===== src/rtl/fetch_unit_v2_pkg.sv =====
// Shared widths, opcode constants, fetch-queue entry type and immediate decoders for fetch_unit_v2.
package fetch_unit_v2_pkg;
  localparam int AddrWidth  = 32;
  localparam int InstrWidth = 32;

  localparam logic [6:0] JAL    = 7'b1101111;
  localparam logic [6:0] JALR   = 7'b1100111;
  localparam logic [6:0] BRANCH = 7'b1100011;

  localparam logic TRUE  = 1'b1;
  localparam logic FALSE = 1'b0;
  localparam logic [AddrWidth-1:0] ZERO = '0;

  typedef struct packed {
    logic [InstrWidth-1:0] instr;
    logic [AddrWidth-1:0]  pc;
    logic                  bp;
  } fq_entry_t;

  function automatic logic [AddrWidth-1:0] imm_j(input logic [InstrWidth-1:0] i);
    return {{12{i[31]}}, i[19:12], i[20], i[30:21], 1'b0};
  endfunction

  function automatic logic [AddrWidth-1:0] imm_b(input logic [InstrWidth-1:0] i);
    return {{20{i[31]}}, i[7], i[30:25], i[11:8], 1'b0};
  endfunction
endpackage


===== src/rtl/fetch_unit_v2_bht.sv =====
// Branch history table: combinational lookup, one synchronous saturating update per cycle.
// Reset initialises every counter to weakly not-taken; a same-index update is seen by lookup next cycle.
module fetch_bht #(
  parameter int BHT_ENTRIES = 256,
  parameter int CTR_BITS    = 2
) (
  input  logic                           clk_i,
  input  logic                           rst_ni,
  input  logic [$clog2(BHT_ENTRIES)-1:0] rd_idx_i,
  output logic                           rd_taken_o,
  input  logic                           upd_en_i,
  input  logic [$clog2(BHT_ENTRIES)-1:0] upd_idx_i,
  input  logic                           upd_taken_i
);
  localparam logic [CTR_BITS-1:0] CtrInit = CTR_BITS'((1 << (CTR_BITS - 1)) - 1);
  localparam logic [CTR_BITS-1:0] CtrMax  = '1;

  logic [CTR_BITS-1:0] ctr_q [BHT_ENTRIES];
  logic [CTR_BITS-1:0] upd_cur;

  assign rd_taken_o = ctr_q[rd_idx_i][CTR_BITS-1];
  assign upd_cur    = ctr_q[upd_idx_i];

  always_ff @(posedge clk_i or negedge rst_ni) begin
    if (!rst_ni) begin
      for (int i = 0; i < BHT_ENTRIES; i++) ctr_q[i] <= CtrInit;
    end else if (upd_en_i) begin
      if (upd_taken_i && upd_cur != CtrMax)
        ctr_q[upd_idx_i] <= upd_cur + CTR_BITS'(1);
      else if (!upd_taken_i && upd_cur != '0)
        ctr_q[upd_idx_i] <= upd_cur - CTR_BITS'(1);
    end
  end
endmodule


===== src/rtl/fetch_unit_v2.sv =====
// Fetch front end: one outstanding icache request, QDEPTH queue, BHT prediction; RAS when FETCH_RAS_EN is defined.
// Request/issue outputs are registered (1 cycle); stalls on rdy_in low, full queue or issue_to_if_en_in low.
module fetch_unit_v2
  import fetch_unit_v2_pkg::*;
#(
  parameter int          QDEPTH      = 16,
  parameter int          BHT_ENTRIES = 256,
  parameter int          CTR_BITS    = 2,
  parameter logic [31:0] RESET_PC    = 32'h0,
  parameter int          RAS_DEPTH   = 4
) (
  input  logic        clk_in,
  input  logic        rst_in,
  input  logic        rdy_in,
  output logic        if_to_icache_en_out,
  output logic [31:0] if_a_out,
  input  logic        icache_to_if_en_in,
  input  logic [31:0] if_d_in,
  input  logic        issue_to_if_en_in,
  output logic        if_to_issue_en_out,
  output logic [31:0] instr_out,
  output logic [31:0] pc_out,
  output logic        bp_out,
  input  logic        commit_to_if_en_in,
  input  logic [31:0] commit_to_if_pc_in,
  input  logic        commit_to_if_bpres_in,
  input  logic        clear_branch_in,
  input  logic [31:0] commit_to_pc_in
);
  localparam int QAw   = $clog2(QDEPTH);
  localparam int BhtAw = $clog2(BHT_ENTRIES);
  localparam logic [QAw:0] QCap = (QAw + 1)'(QDEPTH);

  logic [AddrWidth-1:0] pc_q, pc_d, req_a_q, req_a_d;
  logic [QAw:0]         count_q, count_d;
  logic [QAw-1:0]       head_q, head_d, tail_q, tail_d;
  logic                 busy_q, busy_d, drop_q, drop_d;
  logic                 req_q, req_d, iss_q, iss_d;
  fq_entry_t            out_q, out_d, push_ent;
  fq_entry_t            fq_q [QDEPTH];

  logic                 push, pop, pred, bht_taken;
  logic [AddrWidth-1:0] next_pc;
  logic [6:0]           opcode;
  logic                 unused_commit_pc;

  assign unused_commit_pc = ^{commit_to_if_pc_in[31:BhtAw+2], commit_to_if_pc_in[1:0]};

  fetch_bht #(
    .BHT_ENTRIES(BHT_ENTRIES),
    .CTR_BITS   (CTR_BITS)
  ) u_bht (
    .clk_i      (clk_in),
    .rst_ni     (rst_in),
    .rd_idx_i   (pc_q[BhtAw+1:2]),
    .rd_taken_o (bht_taken),
    .upd_en_i   (commit_to_if_en_in && (rdy_in || clear_branch_in)),
    .upd_idx_i  (commit_to_if_pc_in[BhtAw+1:2]),
    .upd_taken_i(commit_to_if_bpres_in)
  );

`ifdef FETCH_RAS_EN
  localparam int RasAw = (RAS_DEPTH > 1) ? $clog2(RAS_DEPTH) : 1;
  localparam logic [RasAw:0] RasCap = (RasAw + 1)'(RAS_DEPTH);

  logic [AddrWidth-1:0] ras_q [RAS_DEPTH];
  logic [RasAw-1:0]     ras_ptr_q, ras_ptr_inc, ras_ptr_dec;
  logic [RasAw:0]       ras_cnt_q;
  logic                 ras_push, ras_pop;

  assign ras_ptr_inc = (ras_ptr_q == RasAw'(RAS_DEPTH - 1)) ? '0 : ras_ptr_q + RasAw'(1);
  assign ras_ptr_dec = (ras_ptr_q == '0) ? RasAw'(RAS_DEPTH - 1) : ras_ptr_q - RasAw'(1);
`endif

  // Next-pc and prediction for the instruction currently returning from the icache.
  always_comb begin
    opcode  = if_d_in[6:0];
    next_pc = pc_q + 32'd4;
    pred    = FALSE;
`ifdef FETCH_RAS_EN
    ras_push = FALSE;
    ras_pop  = FALSE;
`endif
    case (opcode)
      JAL: begin
        pred    = TRUE;
        next_pc = pc_q + imm_j(if_d_in);
`ifdef FETCH_RAS_EN
        ras_push = (if_d_in[11:7] == 5'd1) || (if_d_in[11:7] == 5'd5);
`endif
      end
      BRANCH: begin
        pred = bht_taken;
        if (bht_taken) next_pc = pc_q + imm_b(if_d_in);
      end
`ifdef FETCH_RAS_EN
      JALR: begin
        if (((if_d_in[19:15] == 5'd1) || (if_d_in[19:15] == 5'd5)) &&
            (if_d_in[11:7] == 5'd0) && (ras_cnt_q != '0)) begin
          pred    = TRUE;
          next_pc = ras_q[ras_ptr_dec];
          ras_pop = TRUE;
        end
      end
`endif
      default: ;
    endcase
  end

  assign push_ent = '{instr: if_d_in, pc: pc_q, bp: pred};

  always_comb begin
    pc_d    = pc_q;
    count_d = count_q;
    head_d  = head_q;
    tail_d  = tail_q;
    busy_d  = busy_q;
    drop_d  = drop_q;
    req_d   = req_q;
    req_a_d = req_a_q;
    iss_d   = iss_q;
    out_d   = out_q;
    push    = FALSE;
    pop     = FALSE;
    if (clear_branch_in) begin
      pc_d    = commit_to_pc_in;
      count_d = '0;
      head_d  = '0;
      tail_d  = '0;
      req_d   = FALSE;
      iss_d   = FALSE;
      drop_d  = busy_q && !icache_to_if_en_in ? TRUE : drop_q && !icache_to_if_en_in;
      if (busy_q && icache_to_if_en_in) busy_d = FALSE;
    end else if (rdy_in) begin
      req_d = FALSE;
      iss_d = FALSE;
      if (busy_q && icache_to_if_en_in) begin
        busy_d = FALSE;
        if (drop_q) begin
          drop_d = FALSE;
        end else begin
          push = TRUE;
          pc_d = next_pc;
        end
      end else if (!busy_q && !drop_q && count_q < QCap) begin
        req_d   = TRUE;
        req_a_d = pc_q;
        busy_d  = TRUE;
      end
      if (count_q != '0 && issue_to_if_en_in) begin
        pop    = TRUE;
        iss_d  = TRUE;
        out_d  = fq_q[head_q];
        head_d = head_q + QAw'(1);
      end
      if (push) tail_d = tail_q + QAw'(1);
      count_d = count_q + (QAw + 1)'(push) - (QAw + 1)'(pop);
    end
  end

  always_ff @(posedge clk_in or negedge rst_in) begin
    if (!rst_in) begin
      pc_q    <= RESET_PC;
      count_q <= '0;
      head_q  <= '0;
      tail_q  <= '0;
      busy_q  <= FALSE;
      drop_q  <= FALSE;
      req_q   <= FALSE;
      req_a_q <= ZERO;
      iss_q   <= FALSE;
      out_q   <= '0;
    end else begin
      pc_q    <= pc_d;
      count_q <= count_d;
      head_q  <= head_d;
      tail_q  <= tail_d;
      busy_q  <= busy_d;
      drop_q  <= drop_d;
      req_q   <= req_d;
      req_a_q <= req_a_d;
      iss_q   <= iss_d;
      out_q   <= out_d;
    end
  end

  always_ff @(posedge clk_in) begin
    if (push) fq_q[tail_q] <= push_ent;
  end

`ifdef FETCH_RAS_EN
  always_ff @(posedge clk_in or negedge rst_in) begin
    if (!rst_in) begin
      ras_ptr_q <= '0;
      ras_cnt_q <= '0;
    end else if (clear_branch_in) begin
      ras_ptr_q <= '0;
      ras_cnt_q <= '0;
    end else if (push && ras_push) begin
      ras_ptr_q <= ras_ptr_inc;
      if (ras_cnt_q != RasCap) ras_cnt_q <= ras_cnt_q + (RasAw + 1)'(1);
    end else if (push && ras_pop) begin
      ras_ptr_q <= ras_ptr_dec;
      ras_cnt_q <= ras_cnt_q - (RasAw + 1)'(1);
    end
  end

  always_ff @(posedge clk_in) begin
    if (push && ras_push && !clear_branch_in) ras_q[ras_ptr_q] <= pc_q + 32'd4;
  end
`endif

  assign if_to_icache_en_out = req_q;
  assign if_a_out            = req_a_q;
  assign if_to_issue_en_out  = iss_q;
  assign instr_out           = out_q.instr;
  assign pc_out              = out_q.pc;
  assign bp_out              = out_q.bp;
endmodule


===== config.mk =====
export PLATFORM = sky130hd
export DESIGN_NAME = fetch_unit_v2
export DESIGN_NICKNAME = d
export VERILOG_FILES = /design/src/rtl/fetch_unit_v2_pkg.sv /design/src/rtl/fetch_unit_v2_bht.sv /design/src/rtl/fetch_unit_v2.sv
export SDC_FILE = /design/constraint.sdc
export NUM_CORES = 2
export LEC_CHECK = 0
export ABC_CLOCK_PERIOD_IN_PS = 6250
export CAP_MARGIN = 30
export CORE_MARGIN = 2
export CORE_UTILIZATION = 40
export CTS_CLUSTER_SIZE = 20
export DETAILED_ROUTE_END_ITERATION = 8
export SLEW_MARGIN = 10
export SYNTH_ARGS = -nofsm -noshare
export SYNTH_HDL_FRONTEND = slang
export SYNTH_SLANG_ARGS = --single-unit

===== constraint.sdc =====
create_clock -name clk_in -period 6.25 [get_ports clk_in]
set_input_delay 1.25 -clock clk_in [delete_from_list [all_inputs] [get_ports clk_in]]
set_output_delay 1.25 -clock clk_in [all_outputs]
set_load 0.03 [all_outputs]

# Word-level counts from Yosys, hierarchy flattened
# Memories as Yosys holds them, arrays and structs flattened. A register that Yosys moved wholly into a read port is not among the register bits.
# Cells that the tools add are included.
# word_totals
reg_bits,593
ram_bits,1040
in_bits,104
out_inout_bits,99
memories,1
# classes
add_sub_neg,9
order_cmp,4
n_eq_ne,5
mux,51
n_bitwise,4
n_reduce_logical,32
# mem_list
name,words,word_bits,read_ports,rd_clocked_by_memory_dff,wr,line,source
fq_q,16,65,1,1,1,fetch_unit_v2.sv:40,fq_entry_t fq_q [QDEPTH];
# op_table
op,count
$bwmux 512,2
$mux 512,2
$mux 32,5
$add 32x32->32,2
$pmux 32 s2,1
$add 32x3->32 const B,1
$bmux 2 s8,2
$mux 1,24
$mux 4,6
$ge 9x9->1 const B,2
$not 8->9,2
$demux 2 s8,1
$eq 7x7->1 const B,2
$reduce_bool 2->1,7
$logic_and 1x1->1,10
$mux 2,5
$mux 5,2
$lt 9x1->1 const B,1
$reduce_and 3->1,3
$add 4x1->4 const B,2
$reduce_and 2->1,4
$add 5x1->5,1
$logic_not 1->1,5
$lt 5x5->1 const B,1
10 further kinds,12

# Logic depth before layout (Yosys ltp)
# depth
depth_word,10
mapped_depth,21
depth_no_buf,15

# By module
# From an unflattened synthesis, not the netlist that was laid out.
# hier_totals
cells_unflattened,5347
hier_area_um2,76751.1
# by_module_without_submodules
mod,n_inst,cells_each,area_per_inst_um2,seq_area_each_um2
fetch_unit_v2,1,3037,49188.4,34883.5
fetch_bht,1,2310,27562.7,13132.6

# Least setup slack after synthesis
# No wires, ideal clock.
# synth_path
path_type,input to register
from,input port commit_to_if_pc_in[2]
to,register u_bht.ctr_q[421] (netlist bit)
setup_ps,125
t_arrival_ps,6127
required_time_ps,6125
setup_slack_ps,-2
stages,20
cell_sequence,buf_2 > buf_2 > buf_2 > buf_1 > mux4_2 > mux4_2 > nand3_1 > nand2_1 > a31oi_1 > and4_1 > inv_1 > ha_1 > nor2b_1 > o221a_2 > clkbuf_1 > clkbuf_1 > nand3_1 > clkbuf_1 > nor2_1 > mux2_2
# synth_via
elab_chain_cells,8
# synth_rtl
element,line,source
"start, declared",fetch_unit_v2.sv:25,"input logic [31:0] commit_to_if_pc_in,"
$not 8->9 (implied by the code) (*),"fetch_unit_v2_bht.sv:22, fetch_unit_v2_bht.sv:29, fetch_unit_v2_bht.sv:31",
"$bmux 2 s8, or another cell as far along",fetch_unit_v2_bht.sv:22,assign upd_cur = ctr_q[upd_idx_i];
$mux 2 (implied by the code) / $logic_and 1x1->1 (equally long branches),"fetch_unit_v2_bht.sv:22, fetch_unit_v2_bht.sv:29, fetch_unit_v2_bht.sv:31",
"$mux 2, on equally long branches","fetch_unit_v2_bht.sv:22, fetch_unit_v2_bht.sv:29, fetch_unit_v2_bht.sv:31",
"$sub 2x1->2, or another cell as far along",fetch_unit_v2_bht.sv:31,ctr_q[upd_idx_i] <= upd_cur - CTR_BITS'(1);
"$bwmux 512, or another cell as far along",fetch_unit_v2_bht.sv:31,
$mux 512 / $reduce_bool 2->1 (equally long branches),-,
$mux 512 / $reduce_and 2->1 (equally long branches),-,
"end signal, assigned by index",fetch_unit_v2_bht.sv:29,ctr_q[upd_idx_i] <= upd_cur + CTR_BITS'(1);
"end signal, assigned by index",fetch_unit_v2_bht.sv:31,
"end, declared",fetch_unit_v2_bht.sv:18,logic [CTR_BITS-1:0] ctr_q [BHT_ENTRIES];
# Mark *: on every way between the ends. The rest lies on a longest branch, timed or not. The select of a mux whose other input is x is not followed.
# A chain may end at the register's enable or synchronous reset.

# Final worst setup path
# layout_path
from,input port commit_to_if_pc_in[2]
to,register u_bht.ctr_q[399] (netlist bit)
# The elaborated chain is that of the path after synthesis.

==> impl_metrics.json <==
{
  "launching_element_type_of_the_critical_path": "input pin",
  "syn-cell-area_mm2": 0.0760,
  "tightestPinTransition_ns": 1.16,
  "status": "completed",
  "synth.yosys.seq_area_share": 0.632,
  "antenna_violations_before_repair": 11,
  "rr_startpoint": "pc_q[2]",
  "fin_setup_tns_ns": 0,
  "cap_violations": 0,
  "core_mm2": 0.190,
  "synthesis.area_per_instance_um2": 14.6,
  "drc_errors": 0,
  "synth_fp_nets": 5360,
  "cellLeakagePower_nw": 30.7,
  "cts_repair_resize_count": 0,
  "setup_cp_type": "input pin to flip-flop",
  "edff_count_synth": 1040,
  "worst-path-max-fanout": 32,
  "postRouteAntennaNets": 0,
  "dp.final_hpwl_um": 128000,
  "clk_pin_slew_worst_paths_ns": 0.06,
  "layout.cells.most_common": "edfxtp_1",
  "initialDrtViolationCount": 4346,
  "grt_max_degree": 202,
  "vias": 46100,
  "ioPinCount": 203,
  "die_x_um": 440,
  "buffer_ports.inserted": 178,
  "synthFlopType": "edfxtp_1",
  "hold_crit_path_type": "flip-flop to flip-flop",
  "final_core_occ": 0.463,
  "cts-buffers-inserted": 179,
  "clock_latency_ns": 0.87,
  "grt_setup_unrepaired": "false",
  "gp_congestion": 0.886,
  "first_pass_iters": 5,
  "irDropWorstVdd_uv": 232,
  "fin_crit_sh": 0.870,
  "initial_util": 0.401,
  "setup.worst_path.start": "commit_to_if_pc_in[2]",
  "ff2ff_path_depth": 14,
  "final.fill_count": 16400,
  "finalMaxSlewViolations": 0,
  "synth_seq_cells": 1698,
  "final_nets": 5582,
  "regToRegSetupSlack_ns": 1.13,
  "vias_in_the_first_global_route": 46500,
  "crit-reg2reg-capture": "pc_q[30]",
  "placed_cell_area_mm2": 0.0817,
  "globalRouteTotalUtil": 0.220,
  "wire_length_of_the_first_global_routing_pass_um": 315000,
  "average_wire_per_standard_cell_um": 26.5,
  "post_route_cells_drive_above_1_share": 0.285,
  "yosysTopAreaCellShare": 0.411,
  "globalRouteOverflowTotal": 0,
  "post_placement_setup_slack_ns": 0.0269,
  "clock-skew-final_ns": 0.0852,
  "clock_tree.root_cell": "clkbuf_16",
  "cp.required_ns": 6.93,
  "synth.distinct_cells": 66,
  "asyncSetResetFlopFracSynth": 0.388,
  "cts_max_level": 4,
  "cts_tree": "yes",
  "worst_ep_arrival_time_ns": 6.11,
  "die_area_mm2": 0.194,
  "finalWorstPathRequiredPeriod_ns": 5.44,
  "power_density_mw_per_mm2": 329,
  "via_per_inst": 5.70,
  "cts_setup_buffers": 0,
  "wl_um": 214000,
  "synth_top_area_cell": "edfxtp_1",
  "hold_path_depth": 2,
  "clock_tree.buffer_depth": 3,
  "worst_hold_startpoint": "instr_out[24]",
  "total_of_hold_buffers_inserted_after_clock_tree_synthesis": 0,
  "hold-path-endpoint": "instr_out[24]",
  "area_of_all_placed_cells_without_fillers_mm2": 0.0878,
  "timing_hold_violations_final": 0,
  "max_freq_ghz": 0.184,
  "syn_inst": 5196,
  "relSlewSlack": 0.227,
  "yosysWarnings": 0,
  "layout_common_cells": "edfxtp_1 (1040), nor2_1 (553), dfrtp_1 (395)",
  "timing.final.ws_setup_ns": 0.812,
  "setup_violations": 0,
  "clock_sinks": 1698,
  "synth.top_cells.by_area": "edfxtp_1 (41%), dfrtp_1 (13%), mux4_2 (10%), dfstp_2 (8.8%), mux2_2 (5.3%)",
  "floorplan.die.height_um": 440,
  "std_cell_rows": 160,
  "worstSetupEndpointType": "flip-flop",
  "synthToLayoutAreaGrowth_pct": 15.5
}
critical path, stage by stage:
cell      delay, ns
clkbuf_8       0.26
buf_12         0.30
mux4_2         0.58
mux4_2         0.47
mux4_2         0.49
mux2_2         0.29
o21ai_2        0.26
inv_8          0.05
ha_1           0.18
nor2b_1        0.24
o221a_2        0.34
buf_4          0.24
nand2b_1       0.39
nor2_1         0.32
mux2_2         0.38
routing by layer:
| layer | routed length, um | vias up | global-route usage |
|---|---|---|---|
| li1 | - | 20300 | - |
| met1 | 89000 | 24000 | 0.292 |
| met2 | 105000 | 1375 | 0.364 |
| met3 | 12100 | 331 | 0.0368 |
| met4 | 7700 | 4 | 0.0814 |
| met5 | 32 | - | 0 |
per-stage QoR:
step                hold slack (ns)  instances  total power, W
floorplan                     0.456       5196          0.0164
global placement              0.460       7743          0.0183
detailed placement            0.471       7746          0.0184
CTS                           0.483       8083          0.0291
global route                  0.496       8086          0.0300
finish                        0.475       8087          0.0289
cells in the mapped netlist (10+ instances only):
library cell and instances:
nor2b_1 22, xor2_1 31, o221ai_1 135, a211oi_1 16, nand4_1 24, a22oi_1 31
a31oi_1 19, nor3_1 25, a21oi_2 98, o21bai_1 12, and2_1 32, mux4_2 336
xnor2_1 50, o21a_1 10, clkbuf_1 232, or3_1 10, buf_6 23, a21o_1 17
a21oi_1 290, edfxtp_1 1040, o21ai_0 214, mux2_2 360, nand2_1 340, dfrtp_1 402
a21oi_4 10, and3_1 12, nand3_1 70, dfstp_2 256, a221oi_1 13, ha_1 57
nand2b_1 11, buf_2 28, mux2i_1 257, buf_1 47, nor2_1 555, inv_1 30
where the power goes:
| part | internal [W] | switching [W] |
|---|---|---|
| Sequential | 0.0126 | 0.000619 |
| Clock | 0.00612 | 0.00463 |
| Combinational | 0.00208 | 0.00281 |
worst max path at each step:
| stage | end | slack (ns) | cells past startpoint |
|---|---|---|---|
| floorplan | u_bht.ctr_q[421] | 0.08 | 20 |
| global placement | u_bht.ctr_q[409] | 0.07 | 15 |
| detailed placement | u_bht.ctr_q[397] | 0.03 | 15 |
| CTS | u_bht.ctr_q[399] | 0.87 | 15 |
| global route | u_bht.ctr_q[399] | 0.63 | 15 |
| finish | u_bht.ctr_q[399] | 0.81 | 15 |
logic make-up after synthesis:
| family | count (synthesis) | share of synthesized area |
|---|---|---|
| AOI/OAI and AO/OA | 918 | 0.0796 |
| xor gates and xnor gates | 81 | 0.00933 |
| adders and majority gates | 60 | 0.0102 |
| buffers and inverters | 368 | 0.0213 |
| DFF | 1698 | 0.632 |
| muxes | 953 | 0.187 |
| and+or+nand+nor | 1118 | 0.0612 |
area by class of cell:
type / instances / area [um^2] / area share
antenna: 2 / 5.00 / 0.0000570
clock buffer: 278 / 5230 / 0.0596
clock inverter: 59 / 822 / 0.00937
inverter: 31 / 124 / 0.00141
multi-input combinational: 3130 / 26500 / 0.302
sequential: 1698 / 48000 / 0.547
tap: 2511 / 3140 / 0.0358
timing repair buffer: 378 / 3890 / 0.0444
No activity file was read; power rests on OpenSTA's default activity.
